<file path="src/rtl/ngs_mailbox_fifo_if.sv">
// rtl/ngs_mailbox_fifo_if.sv - Z80 port bus and ZX-side FIFO handshake bundle
interface ngs_mailbox_fifo_if;
    logic [15:0] a;
    logic [7:0]  din;
    logic [7:0]  dout;
    logic        rd_hit;
    logic        iorq_n;
    logic        rd_n;
    logic        wr_n;
    logic        zx_wr_stb;
    logic [7:0]  zx_wr_data;
    logic        zx_rd_stb;
    logic [7:0]  zx_rd_data;
    logic        zx_rx_full;
    logic        zx_tx_avail;
    logic        irq;

    modport master (
        output a, din, iorq_n, rd_n, wr_n, zx_wr_stb, zx_wr_data, zx_rd_stb,
        input  dout, rd_hit, zx_rd_data, zx_rx_full, zx_tx_avail, irq
    );

    modport slave (
        input  a, din, iorq_n, rd_n, wr_n, zx_wr_stb, zx_wr_data, zx_rd_stb,
        output dout, rd_hit, zx_rd_data, zx_rx_full, zx_tx_avail, irq
    );
endinterface

</file>
<file path="src/rtl/ngs_mailbox_fifo.sv">
// rtl/ngs_mailbox_fifo.sv - ZX<->NGS byte mailbox FIFOs with 4-port Z80 window (optional NGS_MAILBOX_IRQ_EN)
module ngs_mailbox_fifo #(
    parameter int          DEPTH_LOG2 = 4,
    parameter logic [5:0]  BASE       = 6'h20,
    parameter logic [7:0]  EMPTY_VAL  = 8'hFF
) (
    input  logic               cpu_clock,
    input  logic               rst_n,
    ngs_mailbox_fifo_if.slave  bus
);
    localparam int DEPTH = 1 << DEPTH_LOG2;
    localparam int LW    = DEPTH_LOG2 + 1;

    typedef logic [DEPTH_LOG2-1:0] ptr_t;
    typedef logic [LW-1:0]         lvl_t;

    localparam lvl_t FULL_LVL = lvl_t'(DEPTH);

    // Z80 strobe detection
    logic wr_act, rd_act;
    logic wr_act_q, rd_act_q, port_wr_q, port_rd_q;

    assign wr_act = ~(bus.iorq_n | bus.wr_n);
    assign rd_act = ~(bus.iorq_n | bus.rd_n);

    // Edge-detect the active-low I/O cycles into registered one-cycle pulses
    always_ff @(posedge cpu_clock or negedge rst_n) begin
        if (!rst_n) begin
            wr_act_q  <= 1'b0;
            rd_act_q  <= 1'b0;
            port_wr_q <= 1'b0;
            port_rd_q <= 1'b0;
        end else begin
            wr_act_q  <= wr_act;
            rd_act_q  <= rd_act;
            port_wr_q <= wr_act & ~wr_act_q;
            port_rd_q <= rd_act & ~rd_act_q;
        end
    end

    // Window decode; the FPGA port space only uses the low address byte
    logic       win_hit;
    logic [1:0] sel;
    logic       unused_addr;
    assign win_hit     = (bus.a[7:6] == 2'b00) && (bus.a[5:2] == BASE[5:2]);
    assign sel         = bus.a[1:0];
    assign unused_addr = ^bus.a[15:8];
    assign bus.rd_hit  = win_hit & rd_act;

    logic rx_pop, tx_push, reg1_wr, rx_clr, tx_clr, sticky_clr;
    assign rx_pop     = port_rd_q & win_hit & (sel == 2'd0);
    assign tx_push    = port_wr_q & win_hit & (sel == 2'd0);
    assign reg1_wr    = port_wr_q & win_hit & (sel == 2'd1);
    assign rx_clr     = reg1_wr & bus.din[0];
    assign tx_clr     = reg1_wr & bus.din[1];
    assign sticky_clr = reg1_wr & bus.din[2];

    // FIFO state
    logic [7:0] rx_mem [DEPTH];
    logic [7:0] tx_mem [DEPTH];
    ptr_t rx_wptr_q, rx_wptr_d, rx_rptr_q, rx_rptr_d;
    ptr_t tx_wptr_q, tx_wptr_d, tx_rptr_q, tx_rptr_d;
    lvl_t rx_lvl_q, rx_lvl_d, tx_lvl_q, tx_lvl_d;
    logic rx_ovr_q, rx_ovr_d, tx_ovr_q, tx_ovr_d, rx_unf_q, rx_unf_d;

    logic rx_empty, rx_full, tx_empty, tx_full;
    logic rx_pop_ok, rx_push_ok, tx_pop_ok, tx_push_ok;
    assign rx_empty   = (rx_lvl_q == '0);
    assign rx_full    = (rx_lvl_q == FULL_LVL);
    assign tx_empty   = (tx_lvl_q == '0);
    assign tx_full    = (tx_lvl_q == FULL_LVL);
    // A pop frees the slot in the same cycle, so a full FIFO can still accept a push
    assign rx_pop_ok  = rx_pop & ~rx_empty;
    assign rx_push_ok = bus.zx_wr_stb & (~rx_full | rx_pop_ok);
    assign tx_pop_ok  = bus.zx_rd_stb & ~tx_empty;
    assign tx_push_ok = tx_push & (~tx_full | tx_pop_ok);

    // Next-state for pointers, levels and sticky flags; clear beats push/pop
    always_comb begin
        rx_wptr_d = rx_wptr_q;
        rx_rptr_d = rx_rptr_q;
        rx_lvl_d  = rx_lvl_q;
        tx_wptr_d = tx_wptr_q;
        tx_rptr_d = tx_rptr_q;
        tx_lvl_d  = tx_lvl_q;
        rx_ovr_d  = rx_ovr_q & ~sticky_clr;
        tx_ovr_d  = tx_ovr_q & ~sticky_clr;
        rx_unf_d  = rx_unf_q & ~sticky_clr;
        if (rx_clr) begin
            rx_wptr_d = '0;
            rx_rptr_d = '0;
            rx_lvl_d  = '0;
        end else begin
            if (rx_push_ok) rx_wptr_d = rx_wptr_q + 1'b1;
            if (rx_pop_ok)  rx_rptr_d = rx_rptr_q + 1'b1;
            rx_lvl_d = rx_lvl_q + lvl_t'(rx_push_ok) - lvl_t'(rx_pop_ok);
            if (bus.zx_wr_stb & ~rx_push_ok) rx_ovr_d = 1'b1;
            if (rx_pop & rx_empty)           rx_unf_d = 1'b1;
        end
        if (tx_clr) begin
            tx_wptr_d = '0;
            tx_rptr_d = '0;
            tx_lvl_d  = '0;
        end else begin
            if (tx_push_ok) tx_wptr_d = tx_wptr_q + 1'b1;
            if (tx_pop_ok)  tx_rptr_d = tx_rptr_q + 1'b1;
            tx_lvl_d = tx_lvl_q + lvl_t'(tx_push_ok) - lvl_t'(tx_pop_ok);
            if (tx_push & ~tx_push_ok) tx_ovr_d = 1'b1;
        end
    end

    // Control state register
    always_ff @(posedge cpu_clock or negedge rst_n) begin
        if (!rst_n) begin
            rx_wptr_q <= '0;
            rx_rptr_q <= '0;
            rx_lvl_q  <= '0;
            tx_wptr_q <= '0;
            tx_rptr_q <= '0;
            tx_lvl_q  <= '0;
            rx_ovr_q  <= 1'b0;
            tx_ovr_q  <= 1'b0;
            rx_unf_q  <= 1'b0;
        end else begin
            rx_wptr_q <= rx_wptr_d;
            rx_rptr_q <= rx_rptr_d;
            rx_lvl_q  <= rx_lvl_d;
            tx_wptr_q <= tx_wptr_d;
            tx_rptr_q <= tx_rptr_d;
            tx_lvl_q  <= tx_lvl_d;
            rx_ovr_q  <= rx_ovr_d;
            tx_ovr_q  <= tx_ovr_d;
            rx_unf_q  <= rx_unf_d;
        end
    end

    // Byte storage; contents are don't-care until the level covers them
    always_ff @(posedge cpu_clock) begin
        if (!rx_clr && rx_push_ok) rx_mem[rx_wptr_q] <= bus.zx_wr_data;
        if (!tx_clr && tx_push_ok) tx_mem[tx_wptr_q] <= bus.din;
    end

    // RX level threshold interrupt
    logic irq_w;
`ifdef NGS_MAILBOX_IRQ_EN
    logic [7:0] thr_q;

    // Threshold register, written through port +3
    always_ff @(posedge cpu_clock or negedge rst_n) begin
        if (!rst_n) begin
            thr_q <= 8'd1;
        end else if (port_wr_q && win_hit && sel == 2'd3) begin
            thr_q <= bus.din;
        end
    end

    assign irq_w = (thr_q != 8'd0) && (8'(rx_lvl_q) >= thr_q);
`else
    assign irq_w = 1'b0;
`endif

    logic [7:0] status;
    assign status = {rx_empty, rx_full, tx_empty, tx_full, rx_ovr_q, tx_ovr_q, rx_unf_q, irq_w};

    assign bus.irq         = irq_w;
    assign bus.zx_rx_full  = rx_full;
    assign bus.zx_tx_avail = ~tx_empty;
    assign bus.zx_rd_data  = tx_empty ? EMPTY_VAL : tx_mem[tx_rptr_q];

    // Zero-latency read mux for the port window
    always_comb begin
        bus.dout = 8'h00;
        if (win_hit) begin
            case (sel)
                2'd0:    bus.dout = rx_empty ? EMPTY_VAL : rx_mem[rx_rptr_q];
                2'd1:    bus.dout = status;
                2'd2:    bus.dout = 8'(rx_lvl_q);
                default: bus.dout = 8'(tx_lvl_q);
            endcase
        end
    end
endmodule
</file>
<file path="src/flat_wrapper.sv">
// flat-port wrapper written by rule: the top's interface ports become plain ports
module ngs_mailbox_fifo_flat 
#(
    parameter int          DEPTH_LOG2 = 4,
    parameter logic [5:0]  BASE       = 6'h20,
    parameter logic [7:0]  EMPTY_VAL  = 8'hFF
)
  (cpu_clock, rst_n, bus_a, bus_din, bus_iorq_n, bus_rd_n, bus_wr_n, bus_zx_wr_stb, bus_zx_wr_data, bus_zx_rd_stb, bus_dout, bus_rd_hit, bus_zx_rd_data, bus_zx_rx_full, bus_zx_tx_avail, bus_irq);
  ngs_mailbox_fifo_if bus_i ();
  input  logic cpu_clock;
  input  logic rst_n;
  input wire logic [$bits(bus_i.a)-1:0] bus_a;
  input wire logic [$bits(bus_i.din)-1:0] bus_din;
  input wire logic [$bits(bus_i.iorq_n)-1:0] bus_iorq_n;
  input wire logic [$bits(bus_i.rd_n)-1:0] bus_rd_n;
  input wire logic [$bits(bus_i.wr_n)-1:0] bus_wr_n;
  input wire logic [$bits(bus_i.zx_wr_stb)-1:0] bus_zx_wr_stb;
  input wire logic [$bits(bus_i.zx_wr_data)-1:0] bus_zx_wr_data;
  input wire logic [$bits(bus_i.zx_rd_stb)-1:0] bus_zx_rd_stb;
  output wire logic [$bits(bus_i.dout)-1:0] bus_dout;
  output wire logic [$bits(bus_i.rd_hit)-1:0] bus_rd_hit;
  output wire logic [$bits(bus_i.zx_rd_data)-1:0] bus_zx_rd_data;
  output wire logic [$bits(bus_i.zx_rx_full)-1:0] bus_zx_rx_full;
  output wire logic [$bits(bus_i.zx_tx_avail)-1:0] bus_zx_tx_avail;
  output wire logic [$bits(bus_i.irq)-1:0] bus_irq;
  assign bus_i.a = bus_a;
  assign bus_i.din = bus_din;
  assign bus_i.iorq_n = bus_iorq_n;
  assign bus_i.rd_n = bus_rd_n;
  assign bus_i.wr_n = bus_wr_n;
  assign bus_i.zx_wr_stb = bus_zx_wr_stb;
  assign bus_i.zx_wr_data = bus_zx_wr_data;
  assign bus_i.zx_rd_stb = bus_zx_rd_stb;
  assign bus_dout = bus_i.dout;
  assign bus_rd_hit = bus_i.rd_hit;
  assign bus_zx_rd_data = bus_i.zx_rd_data;
  assign bus_zx_rx_full = bus_i.zx_rx_full;
  assign bus_zx_tx_avail = bus_i.zx_tx_avail;
  assign bus_irq = bus_i.irq;
  ngs_mailbox_fifo #(.DEPTH_LOG2(DEPTH_LOG2), .BASE(BASE), .EMPTY_VAL(EMPTY_VAL)) u_core (.cpu_clock(cpu_clock), .rst_n(rst_n), .bus(bus_i));
endmodule
</file>
<file path="config.mk">
export PLATFORM = sky130hd
export DESIGN_NAME = ngs_mailbox_fifo_flat
export DESIGN_NICKNAME = d
export VERILOG_FILES = /design/src/rtl/ngs_mailbox_fifo_if.sv /design/src/rtl/ngs_mailbox_fifo.sv /design/src/flat_wrapper.sv
export SDC_FILE = /design/constraint.sdc
export NUM_CORES = 1
export LEC_CHECK = 0
export CAP_MARGIN = 20
export CORE_MARGIN = 5
export CORE_UTILIZATION = 52
export CTS_BUF_LIST = sky130_fd_sc_hd__clkbuf_4
export DETAILED_ROUTE_END_ITERATION = 16
export PLACE_DENSITY = 0.71
export SLEW_MARGIN = 20
export SYNTH_ARGS = -nofsm -noshare
export SYNTH_HDL_FRONTEND = slang
export SYNTH_SLANG_ARGS = --single-unit
</file>
<file path="constraint.sdc">
create_clock -name cpu_clock -period 4.2 [get_ports cpu_clock]
set_clock_uncertainty 0.1 [all_clocks]
set_input_delay 0.84 -clock cpu_clock [delete_from_list [all_inputs] [get_ports cpu_clock]]
set_output_delay 0.84 -clock cpu_clock [all_outputs]
set_load 0.005 [all_outputs]
</file>
Yosys cells after proc, flatten, opt, wreduce, memory -nomap -nowiden --
Memory sizes are Yosys's and may differ from the RTL's. Cells that the tools add are included.
Cells by class: add/sub/neg operators 8, multiply operators 0, div/mod/pow operators 0, order comparisons 0, equality and inequality tests 5, shift operators 0, mux-type cells 24, bitwise gates (word level) 36, reductions and logical operators 13
Operators with widths (count):
- 2-to-1 mux 4 bit | 8
- 2-to-1 mux 8 bit | 3
- case mux 8 bit (3 select lines) | 1
- AND 1 bit | 21
- adder 4 x 1 -> 4 bit, second input constant | 4
- inverter 1 bit | 11
- adder 5 x 1 -> 5 bit | 2
- equality test 5 bit, second input constant | 2
- zero test 5 bit | 2
- 2-to-1 mux 1 bit | 10
- 2-to-1 mux 5 bit | 2
- subtractor 5 x 1 -> 5 bit | 2
- nonzero test 2 bit | 4
- equality test 4 bit, second input constant | 1
- zero test 2 bit | 2
- OR 1 bit | 4
- logical AND 1 bit | 3
- equality test 2 x 1 -> 1 bit, second input constant | 1
- equality test 2 bit, second input constant | 1
- zero test 1 bit | 2
Word-level totals: register bits 33, bits in latches 0, memory bits (writable) 256, ROM bits 0, input bits 39, output and inout bits 20, word-level logic and storage cells 101, memories kept 2
Memory list:
- u_core.rx_mem | depth 16, width 8, rd ports 1, clocked after Yosys merged registers in 0, write ports 1, RTL line ngs_mailbox_fifo.sv:59 | logic [7:0] rx_mem [DEPTH];
- u_core.tx_mem | depth 16, width 8, rd ports 1, clocked after Yosys merged registers in 0, write ports 1, RTL line ngs_mailbox_fifo.sv:60 | logic [7:0] tx_mem [DEPTH];

Depth between registers and ports, before layout --
Gate-level depths: netlist of the first run.
word-level depth 11, gate-level depth with buffers 14, depth with buffers taken out 14

Worst setup path after synthesis of the first run --
Ideal clock, no wire load.
path kind input -> register, from input bus_a[0], to register u_core.rx_lvl_q[4], library setup time 0.126 ns, data arrival time 3.109 ns, data required time 3.974 ns, path slack 0.865 ns, stages 13, path buffers 1, path through buf_2 -> or3b_2 -> nor3_1 -> ha_1 -> inv_1 -> ha_1 -> inv_1 -> fa_1 -> inv_1 -> a21oi_1 -> nor2_1 -> or3_1 -> a21oi_1
On the way: longest elaborated chain between the ends 8, elaborated cells between the ends (all ways) 11, classes of those cells add/sub (2); eq/ne (1); mux (1); bitwise (6); reduce/logical (1)
RTL lines:
- from (decl) | RTL line flat_wrapper.sv:12 | input wire logic [$bits(bus_i.a)-1:0] bus_a;
- zero test 2 bit | RTL line ngs_mailbox_fifo.sv:51 | assign rx_pop = port_rd_q & win_hit & (sel == 2'd0);
- AND 1 bit | RTL line ngs_mailbox_fifo.sv:51
- AND 1 bit | RTL line ngs_mailbox_fifo.sv:73 | assign rx_pop_ok = rx_pop & ~rx_empty;
- OR 1 bit | RTL line ngs_mailbox_fifo.sv:74 | assign rx_push_ok = bus.zx_wr_stb & (~rx_full | rx_pop_ok);
- AND 1 bit | RTL line ngs_mailbox_fifo.sv:74
- adder 5 x 1 -> 5 bit | RTL line ngs_mailbox_fifo.sv:96 | rx_lvl_d = rx_lvl_q + lvl_t'(rx_push_ok) - lvl_t'(rx_pop_ok);
- subtractor 5 x 1 -> 5 bit | RTL line ngs_mailbox_fifo.sv:96
- 2-to-1 mux 5 bit * | RTL line ngs_mailbox_fifo.sv:89 | if (rx_clr) begin
- named net u_core.rx_lvl_d[4] | RTL line ngs_mailbox_fifo.sv:63 | lvl_t rx_lvl_q, rx_lvl_d, tx_lvl_q, tx_lvl_d;
- to (signal assigned) | RTL line ngs_mailbox_fifo.sv:127 | rx_lvl_q <= rx_lvl_d;
- to (decl) | RTL line ngs_mailbox_fifo.sv:63
Mark *: on every way through the listed nets, which the timed path passes. The rest lies on a longest branch. A chain may end at the register's enable or synchronous reset.

Final worst setup path of the first run --
from input bus_a[6], to output bus_dout[5]
On the way: longest elaborated chain between the ends 3
RTL lines:
- zero test 2 bit | RTL line ngs_mailbox_fifo.sv:45 | assign win_hit = (bus.a[7:6] == 2'b00) && (bus.a[5:2] == BASE[5:2]);
- logical AND 1 bit | RTL line ngs_mailbox_fifo.sv:45
- 2-to-1 mux 8 bit | RTL line ngs_mailbox_fifo.sv:173 | if (win_hit) begin
- to (decl) | RTL line flat_wrapper.sv:20 | output wire logic [$bits(bus_i.dout)-1:0] bus_dout;
No other way between the ends.

==> results of run 1 <==
[how the worst min path moves through the flow]
stage / from / end / slack [ns] / depth (start not counted)
6_report: rst_n / u_core.rx_wptr_q[3]$_DFFE_PN0P_ / 0.13 / 1
5_1_grt: rst_n / u_core.rx_wptr_q[3]$_DFFE_PN0P_ / 0.16 / 1
4_1_cts: rst_n / u_core.rx_rptr_q[0]$_DFFE_PN0P_ / 0.12 / 1
3_5_place_dp: u_core.wr_act_q$_DFF_PN0_ / u_core.port_wr_q$_DFF_PN0_ / 0.28 / 1
3_3_place_gp: u_core.wr_act_q$_DFF_PN0_ / u_core.port_wr_q$_DFF_PN0_ / 0.28 / 1
2_1_floorplan: u_core.rd_act_q$_DFF_PN0_ / u_core.port_rd_q$_DFF_PN0_ / 0.28 / 1
[synthesized netlist by cell type, drive strengths merged, types with 2 or more instances]
| cell | number | area share |
|---|---|---|
| o21ai | 9 | 0.0037 |
| a221oi | 2 | 0.0014 |
| nand2 | 9 | 0.0028 |
| nand2b | 6 | 0.0031 |
| xor2 | 9 | 0.0065 |
| and3 | 5 | 0.0026 |
| o221ai | 2 | 0.0014 |
| nor3 | 12 | 0.0059 |
| mux2 | 7 | 0.0065 |
| nor3b | 3 | 0.0023 |
| nor4 | 5 | 0.0031 |
| mux4 | 72 | 0.13 |
| a21oi | 16 | 0.0066 |
| edfxtp | 256 | 0.63 |
| nand3 | 15 | 0.0062 |
| mux2i | 9 | 0.0074 |
| nor4b | 3 | 0.0027 |
| and2 | 9 | 0.0046 |
| or3 | 4 | 0.0021 |
| dfrtp | 33 | 0.068 |
| or2 | 8 | 0.0041 |
| ha | 22 | 0.023 |
| a31oi | 4 | 0.0021 |
| inv | 24 | 0.0074 |
| clkbuf | 14 | 0.0043 |
| xnor2 | 8 | 0.0058 |
| o211ai | 2 | 0.0012 |
| o211a | 2 | 0.0016 |
| o2111ai | 2 | 0.0014 |
| fa | 2 | 0.0033 |
| nor2 | 49 | 0.015 |
| a21o | 5 | 0.0031 |
| buf | 23 | 0.012 |
| nor2b | 6 | 0.0031 |
[worst max-delay path: cells and delay by family]
| kind | cells | cell delay (ns) |
|---|---|---|
| buffers and inverters | 3 | 1.17 |
| AND/OR/NAND/NOR | 2 | 0.92 |
| AO/OA/AOI/OAI | 1 | 0.22 |
[through the flow]
stage	setup WS, ns	hold WS [ns]	setup TNS, ns
after floorplan	0.865	0.278	0
after global routing	0.00771	0.157	0
final	0.107	0.130	0
after detailed placement	-0.104	0.284	-0.148
after CTS	0.00211	0.115	0
after global placement	-0.110	0.284	-0.197
[flip-flops by register name, indices dropped and copies added, names as in the netlist]
register,count
u_core.port_rd_q,1
u_core.port_wr_q,1
u_core.rd_act_q,1
u_core.rx_lvl_q,5
u_core.rx_mem,128
u_core.rx_ovr_q,1
u_core.rx_rptr_q,4
u_core.rx_unf_q,1
u_core.rx_wptr_q,4
u_core.tx_lvl_q,5
u_core.tx_mem,128
u_core.tx_ovr_q,1
u_core.tx_rptr_q,4
u_core.tx_wptr_q,4
u_core.wr_act_q,1
[final cells by class]
class / count / area share
well taps: 319 / 0.0281
clock buffers: 104 / 0.0549
flip-flops and latches: 289 / 0.599
diodes: 1 / 0.000176
inverters: 24 / 0.00633
multi-input cells: 323 / 0.240
repair buffers: 103 / 0.0647
clock inverters: 18 / 0.00677
[repair_timing]
item | CTS | global route
pin swaps | 1 | 0
setup buffers | 3 | 4
setup endpoints to repair | 7 | 6
gates resized for setup | 5 | 6
[per-layer routing]
metal  up-vias  wire length [um]  track usage
li1       2984                 -            -
met1      3513             10500        0.266
met2       300             13600        0.354
met3        71              1890       0.0466
met4         0               773       0.0766
met5         -                 0            0
[kinds of logic (layout without fill, tap and decap cells)]
kind of cell | count (synthesis) | after routing | share of synthesized area
flip-flops | 289 | 289 | 0.700
AND/OR/NAND/NOR | 139 | 139 | 0.0610
multiplexers | 88 | 88 | 0.147
buffers and inverters | 61 | 249 | 0.0233
AO/OA/AOI/OAI | 54 | 54 | 0.0297
adder cells (fa/ha/maj) | 24 | 24 | 0.0259
XOR/XNOR | 17 | 17 | 0.0122
other | 1 | 2 | 0.000308
[power groups by stage]
stage | logic [mW] | registers [mW] | clock network, mW
detailed placement | 1.85 | 3.62 | 0
floorplan | 1.33 | 3.50 | 0
global placement | 1.77 | 3.60 | 0
finish | 1.84 | 3.56 | 2.24
CTS | 1.86 | 3.56 | 2.31
global route | 2.02 | 3.58 | 2.47
==> key figures, run 1 <==
Finish
  • Sequential Area: 0.00852 sq mm
  • Fillcell total: 1746
  • Final net count: 875
  • Footprint of the multi-input gates: 0.00341 sq mm
  • Post-Route Utilization: 0.611
  • Fin area: 0.0142 sq mm
  • Area Growth Syn to Fin: 17.0%
  • Commonest non-fill, non-tap cell in the layout: edfxtp_1
  • Commonest non-fill, non-tap cells in the layout: 256 x edfxtp_1, 104 x clkbuf_4, 72 x mux4_2, 51 x buf_4, 49 x nor2_1
  • Share of cells above drive strength 1: 0.305
  • Post-route insts no fill: 1181

Yosys
  • Sequential-to-total area share from yosys stat: 0.700
  • FFs w/ async S/R, synth: 0.114
  • FF+latch count, synth: 289
  • Cells after Synth: 673
  • Post-Syn Nets: 736
  • Synth warnings: 0
  • Avg Cell Area, Syn: 18.1 sq um
  • Mapped Area: 0.0122 sq mm
  • Synth cell types: 58
  • Most used DFF post-synth: edfxtp_1
  • Post-synth EDFFs: 256

Power and ir drop
  • Final Power: 7.64 mW
  • Internal power: 5.49 mW
  • Net switching power figure: 2.15 mW
  • Clock share of power: 0.293
  • Sequential power share: 0.466
  • Combinational group share of total power: 0.241
  • Leak pwr: 4.95 nW
  • Sw frac: 0.282
  • Peak supply drop: 351 uV
  • PwrDens: 537 mW/mm^2

Flow run
  • Max Cap Violations: 0

Routing
  • Final wirelength: 26.7 mm
  • DR vias/cell: 5.82
  • DRT Pass-1 Iters: 5
  • Number of DRC markers in iteration 0: 655
  • Antenna Nets Post-Route: 0
  • Residual DRC: 0
  • Via count: 6868
  • Routed len/inst: 22.6 um

STA
  • RSZ-0062 raised after global routing: no
  • Final period utilization: 0.975
  • Worst-Margin Slew: 0.777 ns
  • Tmin final: 4.09 ns
  • Slew Viols, Final: 0
  • Worst slew margin relative to its limit: 0.482
  • Final hold violation count: 0
  • Fmax: 0.244 GHz
  • Final setup violation count: 0

Place
  • IO Port Bufs: 49
  • DP Area: 0.0133 sq mm
  • Placed Instances: 1051
  • Routability cong.: 0.876
  • Final HPWL from detailed placement: 17.2 mm

GRT
  • Gr ovfl total: 0
  • Largest net degree at the start of global routing: 36
  • Initial antenna violation count: 2
  • Global-route wire length before repair: 41.4 mm
  • Vias in the first global route: 7361
  • Total GRT Usage: 0.208

Setup path
  • R2r setup slk: 0.80 ns
  • R2R Path End: u_core.tx_lvl_q[4]$_DFF_PN0_
  • Critical path class: in -> out
  • Arrival time at the worst endpoint: 3.15 ns
  • Worst reg2reg path startpoint: u_core.tx_lvl_q[3]$_DFF_PN0_
  • Startpoint types: primary input
  • Crit path capture: bus_dout[5]
  • Critical Path End Type: output pin
  • CP dominant cell by count: clkdlybuf4s50_1
  • Max stage delay cell, worst path: clkdlybuf4s50_1
  • Critical-path maximum fanout: 3
  • Critical Path Max Stage Delay: 0.57 ns
  • Req. time, crit path: 3.26 ns
  • CP cell instances: clkdlybuf4s50_1, or4_4, or3_4, buf_4, a221oi_2, clkdlybuf4s50_1
  • R2r worst-path depth: 13
  • Setup crit start: bus_a[6]

Clock network
  • CTS Root Cell: clkbuf_4
  • Cts hold-fix bufs: 0
  • CTS Buffer Depth: 3
  • Htree depth: 3
  • Clock latency on the worst-skew pair: 0.68 ns
  • CTS tree: done
  • Sink Count: 289
  • Clk slew on worst S/H paths: 0.06 ns
  • CTS Buf Count: 71

Die
  • Die ar.: 0.0265 sq mm
  • Initial Util: 0.523
  • Die width: 163 um
  • Ports: 59
  • Std-Cell Rows: 56
  • Die height: 163 um
  • Core Region: 0.0233 sq mm

Hold path
  • Min-delay worst type: in -> async

Run status
  • Status: complete, no violations
Power figures use the tool's default switching activity.
==> run 2: changes to the inputs <==
Settings changed: GPL_TIMING_DRIVEN from default to 0, SKIP_CTS_REPAIR_TIMING from default to 1.
==> run 2 against run 1 <==
Effect of this change:
- design area grew 0.64%
- setup slack gained 0.018 ns
- combinational power grew 7%
- core utilization grew 0.39 points
- global-route usage shrank 0.37 points
- die area is the same
- critical path depth is the same
- count of clock-buffer cells in the layout grew 6
- routed wire length shrank 2.9%
- critical path type is now reg -> out
- largest power group unchanged
==> key figures, run 2 (synthesis results as in run 1) <==
Finish
  • Final net count: 870 (-0.57%)
  • Footprint of the multi-input gates: 0.00344 sq mm (+0.88%)
  • Top flop regs: u_core.rx_mem x128, u_core.tx_mem x128
  • Sequential Area: 0.00851 sq mm (about the same)
  • Commonest non-fill, non-tap cell in the layout: edfxtp_1
  • Fillcell total: 1697 (-2.8%)
  • Share of cells above drive strength 1: 0.293 (-0.0129)
  • Area Growth Syn to Fin: 17.7%
  • Commonest non-fill, non-tap cells in the layout: 256 x edfxtp_1, 113 x clkbuf_4, 72 x mux4_2, 48 x nor2_1, 45 x clkdlybuf4s50_1

GRT
  • Total GRT Usage: 0.205 (-0.00374)
  • Initial antenna violation count: 2 (unchanged)
  • Vias in the first global route: 7222 (-1.9%)
  • Global-route wire length before repair: 40.7 mm (-1.9%)
  • Gr ovfl total: 0 (unchanged)
  • Largest net degree at the start of global routing: 22 (-39%)

STA
  • RSZ-0062 raised after global routing: no
  • Fin Setup TNS: 0 ns (unchanged)
  • Final setup violation count: 0 (unchanged)
  • Tmin final: 4.07 ns (-0.0181 ns)
  • Fmax: 0.245 GHz (+0.44%)
  • Final hold violation count: 0 (unchanged)
  • Slew Viols, Final: 0 (unchanged)
  • Worst-Margin Slew: 1.18 ns (+0.400 ns)
  • Final period utilization: 0.970 (-0.00430)
  • Worst slew margin relative to its limit: 0.213 (-0.269)

Routing
  • DR vias/cell: 5.75 (-1.2%)
  • Via count: 6770 (-1.4%)
  • Final wirelength: 26.0 mm (-2.9%)
  • DRT Pass-1 Iters: 5 (unchanged)
  • Routed len/inst: 22.0 um (-2.7%)
  • Number of DRC markers in iteration 0: 493 (-25%)
  • Residual DRC: 0 (unchanged)
  • Antenna Nets Post-Route: 0 (unchanged)

Setup path
  • Critical Path End Type: output pin
  • Critical Path Max Stage Delay: 0.50 ns (-0.07 ns)
  • Arrival time at the worst endpoint: 3.13 ns (-0.02 ns)
  • Max stage delay cell, worst path: mux4_2
  • Startpoint types: flop
  • Req. time, crit path: 3.26 ns (about the same)
  • Family with the most delay on the worst path: buffers and inverters
  • CP dominant cell by count: mux4_2
  • WP buf/inv: 3 (unchanged)
  • Critical path class: reg -> out
  • Critical-path maximum fanout: 10 (+7)
  • R2r setup slk: 0.79 ns (about the same)
  • CP cell instances: buf_2, clkbuf_2, mux4_2, mux4_2, o31a_1, clkdlybuf4s50_1

Power and ir drop
  • Internal power: 5.89 mW (+7.3%)
  • Leak pwr: 4.97 nW (+0.37%)
  • PwrDens: 563 mW/mm^2 (+4.9%)
  • Sequential power share: 0.434 (-0.032)
  • Combinational group share of total power: 0.243 (+0.002)
  • Clock share of power: 0.323 (+0.030)
  • Peak supply drop: 361 uV (+2.9%)
  • Net switching power figure: 2.18 mW (+1.4%)
  • Final Power: 8.07 mW (+5.6%)
  • Sw frac: 0.270 (-0.0113)

Die
  • Ports: 59 (unchanged)
  • Die width: 163 um (unchanged)
  • Core Region: 0.0233 sq mm (unchanged)
  • Initial Util: 0.523 (unchanged)
  • Std-Cell Rows: 56 (unchanged)
  • Die height: 163 um (unchanged)
  • Die ar.: 0.0265 sq mm (unchanged)

Place
  • Routability cong.: 0.827 (-5.6%)
  • IO Port Bufs: 48 (-2.0%)
  • Final HPWL from detailed placement: 17.8 mm (+3.5%)

Clock network
  • CTS Root Cell: clkbuf_4
  • CTS Buffer Depth: 3 (unchanged)
  • Sink Count: 289 (unchanged)
  • Htree depth: 3 (unchanged)
  • Clock latency on the worst-skew pair: 0.67 ns (about the same)
  • CTS Buf Count: 75 (+5.6%)
  • CTS tree: done
  • Clk slew on worst S/H paths: 0.07 ns (about the same)

Run status
  • Status: complete, no violations

Hold path
  • Min-delay worst type: reg -> reg

Flow run
  • Max Cap Violations: 0 (unchanged)
-- run 2: changes by cell type in the layout (fill, tap and decap cells not counted), moves of 3 or more --
cell,delta
clkbuf_4,+9
clkbuf_2,+6
buf_2,+7
clkinv_2,+3
bufinv_16,+5
buf_1,+4
clkinv_1,-3
nor3_2,+3
nor3_1,-3
dfrtp_1,+3
clkbuf_1,+10
buf_4,-45
-- run 2: layout make-up --
class                      instances  area share
clock inverter                    18      0.0149
clock buffer                     110      0.0577
sequential                       289       0.595
timing repair buffer              58      0.0397
inverter                          24     0.00629
antenna                            1    0.000175
multi-input combinational        323       0.241
tap                              319      0.0279
buffer                            36      0.0181
-- run 2: layer usage --
metal  wire length, um  global-route usage
met5                13                   0
met4               475              0.0698
met2             13300               0.342
met3              1900              0.0504
met1             10300               0.265
-- run 2: power groups by stage --
stage          logic [mW]  registers, mW  clock network, mW
2_1_floorplan        1.33           3.50                  0
3_3_place_gp         1.87           3.52                  0
3_5_place_dp         1.96           3.54                  0
4_1_cts              1.96           3.48               2.66
5_1_grt              2.15           3.52               2.84
6_report             1.96           3.50               2.61
-- run 2: stage by stage --
stage	area, sq um	setup slack, ns	instances	hold slack, ns	util
5_1_grt	14300	0.00342	1178	0.319	0.615
3_3_place_gp	13000	-0.283	1040	0.286	0.560
2_1_floorplan	12200	0.865	673	0.278	-
4_1_cts	14200	-0.359	1176	-0.0585	0.610
6_report	14300	0.125	1178	0.292	0.615
3_5_place_dp	13200	-0.146	1048	0.284	0.566
-- run 2: path summary, 6_finish.rpt --
check	from	to	depth (start not counted)
worst min register to register	u_core.wr_act_q$_DFF_PN0_	u_core.port_wr_q$_DFF_PN0_	1
worst max-delay path	u_core.rx_rptr_q[2]$_DFFE_PN0P_	bus_dout[4]	6
min in group asynchronous	rst_n	u_core.rx_rptr_q[2]$_DFFE_PN0P_	2
worst min-delay path	u_core.wr_act_q$_DFF_PN0_	u_core.port_wr_q$_DFF_PN0_	1
max in group asynchronous	rst_n	u_core.tx_wptr_q[1]$_DFFE_PN0P_	3
worst max register to register	u_core.rx_lvl_q[2]$_DFF_PN0_	u_core.rx_lvl_q[4]$_DFF_PN0_	14
==> run 3: changes to the inputs <==
Settings changed: GPL_TIMING_DRIVEN 0 to default.
==> run 3 against run 2 <==
Effect of this change:
- non-clock buffer count grew 13
- die area unchanged
- core utilization fell by 0.30 points
- first-iteration DRC count grew 33%
- critical endpoint is now bus_dout[5]
==> key figures, run 3 (synthesis results as in run 1) <==
Setup path
  • Critical-path maximum fanout: 3 (-7)
  • Arrival time at the worst endpoint: 3.16 ns (+0.03 ns)
  • Critical path class: in -> out
  • R2r worst-path depth: 13 (-1)
  • Critical Path End Type: output pin
  • Startpoint types: primary input
  • Req. time, crit path: 3.26 ns (about the same)

Finish
  • Fin area: 0.0142 sq mm (-0.48%)
  • Top flop regs: u_core.rx_mem x128, u_core.tx_mem x128
  • Commonest non-fill, non-tap cell in the layout: edfxtp_1
  • Share of cells above drive strength 1: 0.306 (+0.0138)
  • Post-Route Utilization: 0.612 (-0.00296)
  • Final net count: 879 (+1.0%)
  • Commonest non-fill, non-tap cells in the layout: 256 x edfxtp_1, 104 x clkbuf_4, 72 x mux4_2, 54 x buf_4, 49 x nor2_1
  • Area Growth Syn to Fin: 17.2%

GRT
  • Initial antenna violation count: 2 (unchanged)
  • Global-route wire length before repair: 41.3 mm (+1.5%)
  • Gr ovfl total: 0 (unchanged)
  • Vias in the first global route: 7339 (+1.6%)
  • Total GRT Usage: 0.207 (+0.00270)
  • Largest net degree at the start of global routing: 36 (+64%)

Die
  • Initial Util: 0.523 (unchanged)
  • Die ar.: 0.0265 sq mm (unchanged)
  • Die width: 163 um (unchanged)
  • Std-Cell Rows: 56 (unchanged)
  • Ports: 59 (unchanged)
  • Die height: 163 um (unchanged)
  • Core Region: 0.0233 sq mm (unchanged)

Routing
  • Final wirelength: 26.8 mm (+3.3%)
  • DR vias/cell: 5.81 (+1.0%)
  • Number of DRC markers in iteration 0: 654 (+33%)
  • Antenna Nets Post-Route: 0 (unchanged)
  • DRT Pass-1 Iters: 6 (+1)
  • Residual DRC: 0 (unchanged)
  • Via count: 6880 (+1.6%)
  • Routed len/inst: 22.6 um (+2.7%)

Clock network
  • Clock latency on the worst-skew pair: 0.68 ns (about the same)
  • Sink Count: 289 (unchanged)
  • CTS tree: done
  • CTS Root Cell: clkbuf_4
  • Clk slew on worst S/H paths: 0.06 ns (about the same)
  • CTS Buf Count: 71 (-5.3%)
  • CTS Buffer Depth: 3 (unchanged)
  • Htree depth: 3 (unchanged)

Power and ir drop
  • PwrDens: 536 mW/mm^2 (-4.9%)
  • Peak supply drop: 352 uV (-2.7%)
  • Final Power: 7.63 mW (-5.4%)
  • Leak pwr: 5.01 nW (+0.67%)

Hold path
  • Min-delay worst type: in -> async

STA
  • Fin Setup TNS: 0 ns (unchanged)
  • Final hold slack: 0.133 ns (-0.159 ns)
  • Final hold violation count: 0 (unchanged)
  • Fmax: 0.244 GHz (-0.51%)
  • Final setup violation count: 0 (unchanged)
  • Worst-Margin Slew: 0.772 ns (-0.405 ns)
  • Slew Viols, Final: 0 (unchanged)
  • Final period utilization: 0.975 (+0.00501)
  • Worst slew margin relative to its limit: 0.486 (+0.273)
  • Tmin final: 4.10 ns (+0.0211 ns)

Flow run
  • Max Cap Violations: 0 (unchanged)

Place
  • DP Area: 0.0133 sq mm (+0.75%)
  • IO Port Bufs: 49 (+2.1%)
  • Routability cong.: 0.876 (+5.9%)
  • Final HPWL from detailed placement: 17.2 mm (-3.4%)

Run status
  • Status: complete, no violations
[run 3: cell count changes in the layout (fill, tap and decap cells not counted), sizes merged]
cell	previous run	this run
inv	24	27
clkbuf	129	104
clkinvlp	0	1
bufinv	5	0
clkinv	13	14
dlygate4sd3	1	0
dlymetal6s2s	2	3
buf	27	59
[run 3: area by class of cell]
cell class,instances,area (sq um)
Tap cell,319,399
Multi-Input combinational cell,323,3400
Clock inverter,18,96.3
Fill cell,1746,9020
Timing Repair Buffer,107,955
Antenna cell,1,2.50
Inverter,24,90.1
Sequential cell,289,8520
Clock buffer,104,781
[run 3: worst max-delay path: stages]
cell	delay [ns]
clkdlybuf4s50_1	0.44
or4_4	0.54
or3_4	0.39
buf_4	0.16
a221oi_2	0.22
clkdlybuf4s50_1	0.57
[run 3: metal layers]
layer  global-route usage  up-vias  routed length [um]
met4               0.0762        0                 830
met2                0.350      308               13600
met5                    0        -                   0
met1                0.266     3510               10400
met3               0.0463       71                1990
li1                     -     2991                   -
[run 3: path summary, 6_finish.rpt]
path                                                   endpoint                    startpoint  slack [ns]
worst min register to register       u_core.port_wr_q$_DFF_PN0_     u_core.wr_act_q$_DFF_PN0_        0.29
max in group asynchronous       u_core.tx_rptr_q[0]$_DFFE_PN0P_                         rst_n        3.29
worst min-delay path            u_core.rx_wptr_q[3]$_DFFE_PN0P_                         rst_n        0.13
min in group cpu_clock               u_core.port_wr_q$_DFF_PN0_     u_core.wr_act_q$_DFF_PN0_        0.29
worst max-delay path                                bus_dout[5]                      bus_a[6]        0.10
worst max register to register     u_core.tx_lvl_q[4]$_DFF_PN0_  u_core.tx_lvl_q[3]$_DFF_PN0_        0.83
[run 3: power breakdown]
group / leakage (nW) / internal (mW) / total [mW] / switching, mW
combinational: 1.78 / 0.977 / 1.83 / 0.857
clock: 0.522 / 1.15 / 2.24 / 1.09
sequential: 2.70 / 3.36 / 3.56 / 0.195
total: 5.01 / 5.49 / 7.63 / 2.15
[run 3: through the flow]
step	worst slack (ns)	std cells
floorplan	0.865	673
global placement	-0.110	1051
detailed placement	-0.104	1051
CTS	-0.202	1173
global route	-0.0177	1185
finish	0.104	1185
